$ cat src/rtl/cs_pkg.sv
// Shared definitions for the column-contribution argmax stage: FSM states,
// width helpers and the default Q-format fractional width.
package cs_pkg;

  localparam int unsigned FRAC_W_DEF = 16;

  typedef enum logic [1:0] {
    IDLE,
    LOAD_Y,
    MAC,
    FINISH
  } cs_state_t;

  function automatic int idx_w(input int n);
    return (n > 1) ? $clog2(n) : 1;
  endfunction

  function automatic int row_w(input int m);
    return (m > 1) ? $clog2(m) : 1;
  endfunction

  function automatic int acc_w(input int data_w, input int m);
    return 2 * data_w + $clog2(m) + 1;
  endfunction

endpackage

$ cat src/rtl/contribution_argmax_seq_if.sv
// Measurement stream, mask and result bundle of contribution_argmax_seq.
interface contribution_argmax_seq_if
  import cs_pkg::*;
#(
  parameter int M      = 3,
  parameter int N      = 4,
  parameter int DATA_W = 32,
  parameter int IDX_W  = idx_w(N),
  parameter int ACC_W  = acc_w(DATA_W, M)
);
  logic                     y_valid;
  logic                     y_ready;
  logic signed [DATA_W-1:0] y_data;
  logic [N-1:0]             col_mask;
  logic                     busy;
  logic                     done;
  logic [IDX_W-1:0]         col_no;
  logic [ACC_W-2:0]         col_val;
  logic                     none_valid;

  modport master (
    output y_valid, y_data, col_mask,
    input  y_ready, busy, done, col_no, col_val, none_valid
  );

  modport slave (
    input  y_valid, y_data, col_mask,
    output y_ready, busy, done, col_no, col_val, none_valid
  );
endinterface

$ cat src/rtl/contrib_mac_unit.sv
// Signed multiply-accumulate with synchronous clear-on-load and an
// absolute-value view of the accumulator.
module contrib_mac_unit #(
  parameter int DATA_W = 32,
  parameter int ACC_W  = 67
) (
  input  logic                     clk,
  input  logic                     rst,
  input  logic                     en,
  input  logic                     clr,
  input  logic signed [DATA_W-1:0] a,
  input  logic signed [DATA_W-1:0] b,
  output logic [ACC_W-2:0]         mag
);
  logic signed [2*DATA_W-1:0] prod;
  logic signed [ACC_W-1:0]    prod_ext;
  logic signed [ACC_W-1:0]    acc;

  assign prod     = a * b;
  assign prod_ext = ACC_W'(prod);

  // clr loads the first product of a column instead of adding to stale data
  always_ff @(posedge clk) begin
    if (rst) begin
      acc <= '0;
    end else if (en) begin
      acc <= clr ? prod_ext : acc + prod_ext;
    end
  end

  assign mag = (ACC_W-1)'(acc[ACC_W-1] ? -acc : acc);
endmodule

$ cat src/rtl/contribution_argmax_seq.sv
// Column-contribution stage: c_j = sum_i A[i][j]*y[i] on one shared MAC,
// then argmax of |c_j| over the columns left open by col_mask.
module contribution_argmax_seq
  import cs_pkg::*;
#(
  parameter int M      = 3,
  parameter int N      = 4,
  parameter int DATA_W = 32,
  parameter int FRAC_W = FRAC_W_DEF,
  parameter int IDX_W  = idx_w(N),
  parameter int ACC_W  = acc_w(DATA_W, M)
) (
  input  logic                     clk,
  input  logic                     rst,
  input  logic                     a_we,
  input  logic [row_w(M)-1:0]      a_row,
  input  logic [IDX_W-1:0]         a_col,
  input  logic signed [DATA_W-1:0] a_wdata,
  contribution_argmax_seq_if.slave bus
);
  localparam int ROW_W = row_w(M);

  if (M < 1 || N < 2 || FRAC_W < 0 || FRAC_W >= DATA_W) begin : g_param_chk
    $error("contribution_argmax_seq: illegal parameter combination");
  end

  cs_state_t                state;
  logic [ROW_W-1:0]         r;
  logic [IDX_W-1:0]         c;
  logic signed [DATA_W-1:0] mat [M][N];
  logic signed [DATA_W-1:0] yv  [M];
  logic [N-1:0]             mask_q;
  logic                     cmp_v;
  logic [IDX_W-1:0]         cmp_col;
  logic                     have_best;
  logic [ACC_W-2:0]         best_mag;
  logic [IDX_W-1:0]         best_col;
  logic [ACC_W-2:0]         mac_mag;
  logic                     y_fire;
  logic                     upd;

  assign y_fire = bus.y_valid && bus.y_ready;

  always_ff @(posedge clk) begin
    if (a_we && !bus.busy && int'(a_row) < M && int'(a_col) < N) begin
      mat[a_row][a_col] <= a_wdata;
    end
    if (y_fire) begin
      yv[r] <= bus.y_data;
    end
    if (y_fire && state == IDLE) begin
      mask_q <= bus.col_mask;
    end
  end

  contrib_mac_unit #(
    .DATA_W(DATA_W),
    .ACC_W (ACC_W)
  ) u_mac (
    .clk(clk),
    .rst(rst),
    .en (state == MAC),
    .clr(r == '0),
    .a  (mat[r][c]),
    .b  (yv[r]),
    .mag(mac_mag)
  );

  // A column's sum lands in the accumulator one cycle after its last product,
  // so the compare trails the MAC by one cycle and FINISH waits for it.
  assign upd = cmp_v && !mask_q[cmp_col] && (!have_best || mac_mag > best_mag);

  always_ff @(posedge clk) begin
    if (rst) begin
      state       <= IDLE;
      r           <= '0;
      c           <= '0;
      cmp_v       <= 1'b0;
      cmp_col     <= '0;
      have_best   <= 1'b0;
      best_mag    <= '0;
      best_col    <= '0;
      bus.y_ready <= 1'b1;
      bus.busy    <= 1'b0;
      bus.done    <= 1'b0;
      bus.col_no  <= '0;
      bus.col_val <= '0;
      bus.none_valid <= 1'b0;
    end else begin
      bus.done <= 1'b0;
      cmp_v    <= (state == MAC) && (r == ROW_W'(M - 1));
      cmp_col  <= c;
      if (upd) begin
        have_best <= 1'b1;
        best_mag  <= mac_mag;
        best_col  <= cmp_col;
      end
      case (state)
        IDLE: begin
          if (y_fire) begin
            bus.busy  <= 1'b1;
            have_best <= 1'b0;
            if (M == 1) begin
              state       <= MAC;
              bus.y_ready <= 1'b0;
            end else begin
              r     <= ROW_W'(1);
              state <= LOAD_Y;
            end
          end
        end
        LOAD_Y: begin
          if (y_fire) begin
            if (r == ROW_W'(M - 1)) begin
              r           <= '0;
              state       <= MAC;
              bus.y_ready <= 1'b0;
            end else begin
              r <= r + 1'b1;
            end
          end
        end
        MAC: begin
          if (r == ROW_W'(M - 1)) begin
            r <= '0;
            if (c == IDX_W'(N - 1)) begin
              c     <= '0;
              state <= FINISH;
            end else begin
              c <= c + 1'b1;
            end
          end else begin
            r <= r + 1'b1;
          end
        end
        FINISH: begin
          if (!cmp_v) begin
            bus.done       <= 1'b1;
            bus.busy       <= 1'b0;
            bus.y_ready    <= 1'b1;
            bus.none_valid <= !have_best;
            bus.col_no     <= have_best ? best_col : '0;
            bus.col_val    <= have_best ? best_mag : '0;
            state          <= IDLE;
          end
        end
        default: state <= IDLE;
      endcase
    end
  end
endmodule

$ cat src/flat_wrapper.sv
// flat-port wrapper written by rule: the top's interface ports become plain ports
module contribution_argmax_seq_flat import cs_pkg::*;
#(
  parameter int M      = 3,
  parameter int N      = 4,
  parameter int DATA_W = 32,
  parameter int FRAC_W = FRAC_W_DEF,
  parameter int IDX_W  = idx_w(N),
  parameter int ACC_W  = acc_w(DATA_W, M)
)
  (clk, rst, a_we, a_row, a_col, a_wdata, bus_y_valid, bus_y_data, bus_col_mask, bus_y_ready, bus_busy, bus_done, bus_col_no, bus_col_val, bus_none_valid);
  contribution_argmax_seq_if #(.M(M), .N(N), .DATA_W(DATA_W), .IDX_W(IDX_W), .ACC_W(ACC_W)) bus_i ();
  input  logic clk;
  input  logic rst;
  input  logic a_we;
  input  logic [row_w(M)-1:0] a_row;
  input  logic [IDX_W-1:0] a_col;
  input  logic signed [DATA_W-1:0] a_wdata;
  input wire logic [$bits(bus_i.y_valid)-1:0] bus_y_valid;
  input wire logic [$bits(bus_i.y_data)-1:0] bus_y_data;
  input wire logic [$bits(bus_i.col_mask)-1:0] bus_col_mask;
  output wire logic [$bits(bus_i.y_ready)-1:0] bus_y_ready;
  output wire logic [$bits(bus_i.busy)-1:0] bus_busy;
  output wire logic [$bits(bus_i.done)-1:0] bus_done;
  output wire logic [$bits(bus_i.col_no)-1:0] bus_col_no;
  output wire logic [$bits(bus_i.col_val)-1:0] bus_col_val;
  output wire logic [$bits(bus_i.none_valid)-1:0] bus_none_valid;
  assign bus_i.y_valid = bus_y_valid;
  assign bus_i.y_data = bus_y_data;
  assign bus_i.col_mask = bus_col_mask;
  assign bus_y_ready = bus_i.y_ready;
  assign bus_busy = bus_i.busy;
  assign bus_done = bus_i.done;
  assign bus_col_no = bus_i.col_no;
  assign bus_col_val = bus_i.col_val;
  assign bus_none_valid = bus_i.none_valid;
  contribution_argmax_seq #(.M(M), .N(N), .DATA_W(DATA_W), .FRAC_W(FRAC_W), .IDX_W(IDX_W), .ACC_W(ACC_W)) u_core (.clk(clk), .rst(rst), .a_we(a_we), .a_row(a_row), .a_col(a_col), .a_wdata(a_wdata), .bus(bus_i));
endmodule
$ cat config.mk
export PLATFORM = sky130hd
export DESIGN_NAME = contribution_argmax_seq_flat
export DESIGN_NICKNAME = d
export VERILOG_FILES = /design/src/rtl/cs_pkg.sv /design/src/rtl/contribution_argmax_seq_if.sv /design/src/rtl/contrib_mac_unit.sv /design/src/rtl/contribution_argmax_seq.sv /design/src/flat_wrapper.sv
export SDC_FILE = /design/constraint.sdc
export NUM_CORES = 2
export LEC_CHECK = 0
export CAP_MARGIN = 25
export CORE_MARGIN = 4
export CORE_UTILIZATION = 50
export DETAILED_ROUTE_END_ITERATION = 8
export PLACE_DENSITY = 0.69
export SLEW_MARGIN = 5
export SYNTH_ARGS = -nofsm -noshare
export SYNTH_HDL_FRONTEND = slang
export SYNTH_SLANG_ARGS = --single-unit
$ cat constraint.sdc
create_clock -name clk -period 11.38 [get_ports clk]
set_clock_uncertainty 0.2 [all_clocks]
set_input_delay 1.707 -clock clk [delete_from_list [all_inputs] [get_ports clk]]
set_output_delay 1.707 -clock clk [all_outputs]
set_load 0.01 [all_outputs]
==> results.txt <==
----------------------------------------------------
[STA]
  Final hold violation count ... 0
  Timing-limited maximum frequency ... 89.6 MHz
  Share of the clock period used by the worst path ... 98.1%
  Worst slew margin relative to its limit ... between 30% and 40%
  Tightest Pin Transition ... 1040 ps
  Max Slew Vio Count ... 0
  Final setup fails ... 0
  Unrepaired setup endpoints after global routing ... yes
  Final critical path time including I/O delays and setup ... approximately 11000 ps

[Place]
  Count of input and output buffers ... 147
  RePlAce Congestion ... 0.982
  Cells after DPL ... 8988
  Post-DP HPWL ... 162000 um

[Synth]
  Sequential-to-total area share from yosys stat ... 27.6%
  Net count after synthesis ... 8243
  Number of synthesized register bits ... 703
  Synthesized netlist cell count ... 6758
  Top_reg_cell synth ... sky130_fd_sc_hd__edfxtp_1
  Post-synthesis async set-or-reset flop share ... 0%
  Post-synthesis cell type count ... 76
  Yosys Warn Count ... 0
  Number of enable flip-flop cells after synthesis ... 484
  Cell area after synthesis ... 0.0687 mm^2
  Synthesized area divided by synthesized cell count ... between 10 and 15 um^2

[Critical path]
  Critical path capture point type ... flip-flop
  Longest individual stage delay on the worst path ... 630 ps
  Arrival @ worst endpoint ... 11550 ps
  Buf/Inv on CP ... 8
  Maximum fanout along the worst path ... 15
  Data required time of the critical path ... 11770 ps
  Slowest stage cell on the critical path ... sky130_fd_sc_hd__fa_2
  Startpoint kind of the worst setup timing path ... flip-flop
  Gate family responsible for the most delay along the worst path ... adder cells
  Crit path kind ... flip-flop to flip-flop
  Critical Path Most Common Cell ... sky130_fd_sc_hd__fa_1

[Global routing]
  Via count of the first global-routing pass ... 52945
  Wire length of the first global-routing pass ... around 310000 um
  Antenna violations before repair ... 7
  Total congestion overflow ... 0
  Total global routing track utilization ... 28.9%
  Largest net degree at the start of global routing ... 101

[Floorplanning]
  Height of the die ... around 380 um
  Area of the placeable core ... 0.136 mm^2
  Overall die width ... around 380 um
  Row Count ... 135
  Effective utilization at floorplan ... 50.5%
  Die outline area ... 0.143 mm^2
  Ports ... about 150

[Detailed routing]
  DRC violation total after the first TritonRoute iteration ... 4525
  Post-DRT Antenna Nets ... 0
  Total via count in the routed design ... 51647
  Routed length per placed instance ... 22.5 um
  Routed Wire Length ... ~210000 um
  Via-to-Cell Ratio ... 5.63
  Remaining DRCs ... 0
  TritonRoute pass-1 iters ... 6

[Layout]
  Filler-free cell count of the finished design ... 9173
  Fraction of final layout cells sized beyond drive strength 1 ... ~15%
  Area growth from synthesis to layout ... 18.2%
  NumNets Final ... slightly below 9000
  Fillcell total ... 11115

[CTS]
  Clock-pin slew on the worst setup and hold paths ... about 60 ps
  CTS Hold Buffers Added ... 0
  Number of buffers added by the clock tree synthesis step ... 77
  Maximum count of clock buffers along a single path ... 3
  Maximum level of the CTS H-tree ... 3
  CTS tree ... yes
  Total clock sinks ... 703
  Clock network latency to the later pin of the worst-skew pair ... 700 ps
  Root buffer selected by CTS ... sky130_fd_sc_hd__clkbuf_16

[Run status]
  Status ... finished, final reports clean

[Min path]
  Hold Path Class ... flip-flop to flip-flop

[Job]
  Number of max-cap violations ... 0

----------------------------------------------------
==> stage by stage <==
stage | util, % | hold slack (ps) | TNS (ps) | instance area (um^2) | setup WS (ps)
2_1_floorplan | - | 247 | 0 | 68700 | 3.99
3_3_place_gp | 56.7 | 239 | -451 | 77100 | -129
3_5_place_dp | 56.7 | 244 | -1070 | 77100 | -206
4_1_cts | 58.8 | 252 | -18.9 | 80000 | -18.9
5_1_grt | 59.7 | 274 | -344 | 81100 | -115
6_report | 59.7 | 248 | 0 | 81100 | 221
==> timing repair <==
item / 4_1_cts / 5_1_grt
setup endpoints to repair: 15 / 27
setup buffers: 4 / 29
pin swaps: 1 / 82
cloned: 2 / 5
gates resized for setup: 43 / 203
==> layout make-up <==
| class | instances | area [um^2] | share of cell area (%) |
|---|---|---|---|
| Timing Repair Buffer | 825 | 7810 | 9.62 |
| Multi-Input combinational cell | 4686 | 45600 | 56.2 |
| Clock buffer | 95 | 2070 | 2.56 |
| Antenna cell | 4 | 10.0 | 0.0123 |
| Clock inverter | 46 | 572 | 0.705 |
| Inverter | 1033 | 3890 | 4.79 |
| Tap cell | 1781 | 2230 | 2.75 |
| Sequential cell | 703 | 18900 | 23.3 |
==> synth_stat cells (26+ instances only) <==
| cell | count | area share [%] |
|---|---|---|
| sky130_fd_sc_hd__edfxtp_1 | 484 | 21 |
| sky130_fd_sc_hd__clkbuf_1 | 283 | 1.5 |
| sky130_fd_sc_hd__nand4_1 | 39 | 0.36 |
| sky130_fd_sc_hd__o21ai_0 | 204 | 1.5 |
| sky130_fd_sc_hd__o21a_1 | 41 | 0.45 |
| sky130_fd_sc_hd__ha_1 | 326 | 5.9 |
| sky130_fd_sc_hd__mux4_2 | 66 | 2.2 |
| sky130_fd_sc_hd__xnor2_1 | 141 | 1.8 |
| sky130_fd_sc_hd__nor2_1 | 764 | 4.2 |
| sky130_fd_sc_hd__nand3_1 | 110 | 0.80 |
| sky130_fd_sc_hd__a21o_1 | 97 | 1.1 |
| sky130_fd_sc_hd__buf_1 | 50 | 0.27 |
| sky130_fd_sc_hd__nand2_1 | 840 | 4.6 |
| sky130_fd_sc_hd__mux2_2 | 30 | 0.49 |
| sky130_fd_sc_hd__a21oi_1 | 253 | 1.8 |
| sky130_fd_sc_hd__nor2b_1 | 26 | 0.24 |
| sky130_fd_sc_hd__dfxtp_1 | 219 | 6.4 |
| sky130_fd_sc_hd__fa_1 | 1083 | 32 |
| sky130_fd_sc_hd__xor2_1 | 53 | 0.68 |
| sky130_fd_sc_hd__inv_1 | 1031 | 5.6 |
| sky130_fd_sc_hd__a211oi_1 | 28 | 0.31 |
| sky130_fd_sc_hd__mux2i_1 | 197 | 2.9 |
| sky130_fd_sc_hd__nor3_1 | 43 | 0.31 |
| sky130_fd_sc_hd__a311oi_1 | 36 | 0.46 |
==> per-layer routing <==
layer  global-route usage [%]  vias up  part of all wire (%)
met2                     47.4     2010                    48
met5                        0        -                 0.013
met4                     12.1        4                   5.1
met1                     37.8    26202                    39
li1                         -    22977                     -
met3                     5.69      454                   8.3
==> state kept, by name (all words and copies together), names as in the netlist, 2 cells and up, named ones only <==
| signal | count |
|---|---|
| u_core.mat | 384 |
| u_core.yv | 96 |
| u_core.u_mac.acc | 67 |
| u_core.best_mag | 66 |
| u_core.bus.col_val | 66 |
| u_core.mask_q | 4 |
| u_core.best_col | 2 |
| u_core.bus.col_no | 2 |
| u_core.c | 2 |
| u_core.cmp_col | 2 |
| u_core.r | 2 |
| u_core.state | 2 |
==> cell usage in the layout, fill, tap and decap left out, types with 33 or more instances in the layout <==
| cell | netlist | routed |
|---|---|---|
| sky130_fd_sc_hd__fa_1 | 1083 | 1062 |
| sky130_fd_sc_hd__buf_12 | 0 | 82 |
| sky130_fd_sc_hd__nand4_1 | 39 | 39 |
| sky130_fd_sc_hd__nor3_1 | 43 | 37 |
| sky130_fd_sc_hd__o21ai_2 | 0 | 36 |
| sky130_fd_sc_hd__nand3_1 | 110 | 108 |
| sky130_fd_sc_hd__ha_1 | 326 | 306 |
| sky130_fd_sc_hd__a21oi_1 | 253 | 232 |
| sky130_fd_sc_hd__inv_1 | 1031 | 1025 |
| sky130_fd_sc_hd__xor2_1 | 53 | 53 |
| sky130_fd_sc_hd__mux4_2 | 66 | 66 |
| sky130_fd_sc_hd__a21o_1 | 97 | 97 |
| sky130_fd_sc_hd__o21ai_0 | 204 | 135 |
| sky130_fd_sc_hd__clkdlybuf4s50_1 | 0 | 146 |
| sky130_fd_sc_hd__nor2_1 | 764 | 751 |
| sky130_fd_sc_hd__xnor2_1 | 141 | 141 |
| sky130_fd_sc_hd__buf_4 | 0 | 576 |
| sky130_fd_sc_hd__dfxtp_1 | 219 | 213 |
| sky130_fd_sc_hd__mux2i_1 | 197 | 186 |
| sky130_fd_sc_hd__a311oi_1 | 36 | 33 |
| sky130_fd_sc_hd__edfxtp_1 | 484 | 484 |
| sky130_fd_sc_hd__clkbuf_16 | 0 | 82 |
| sky130_fd_sc_hd__o21ai_1 | 20 | 51 |
| sky130_fd_sc_hd__o21a_1 | 41 | 40 |
| sky130_fd_sc_hd__nand2_1 | 840 | 834 |
==> worst paths after layout <==
kind                                                           from  slack, ps  cells past startpoint                                   to
worst min-delay path            u_core.bus.col_val[55]$_SDFFE_PP0P_        250                      2  u_core.bus.col_val[55]$_SDFFE_PP0P_
worst max-delay path                                      flip-flop        220                     40    u_core.u_mac.acc[66]$_SDFFE_PP0P_
worst min register to register  u_core.bus.col_val[55]$_SDFFE_PP0P_        250                      2  u_core.bus.col_val[55]$_SDFFE_PP0P_
worst max register to register                            flip-flop        220                     40    u_core.u_mac.acc[66]$_SDFFE_PP0P_
==> logic make-up (layout without fill, tap and decap cells) <==
group / after synthesis / count (layout) / synth area share (%)
flip-flops: 703 / 703 / 27.6
multiplexers: 293 / 293 / 5.53
buffers and inverters: 1369 / 1999 / 7.49
adder cells (fa/ha/maj): 1409 / 1409 / 37.5
XOR/XNOR: 194 / 194 / 2.47
other: 0 / 4 / 0
AO/OA/AOI/OAI: 844 / 844 / 7.73
AND/OR/NAND/NOR: 1946 / 1946 / 11.7
==> tightest hold or removal path, stage by stage (launching register included) <==
cell,delay [ps]
sky130_fd_sc_hd__dfxtp_1,300
sky130_fd_sc_hd__nand2_1,50
sky130_fd_sc_hd__a21oi_1,50
Power is left out: the tool's default activity adds up to more than one toggle a clock period on the data nets, which glitch-free logic cannot reach.
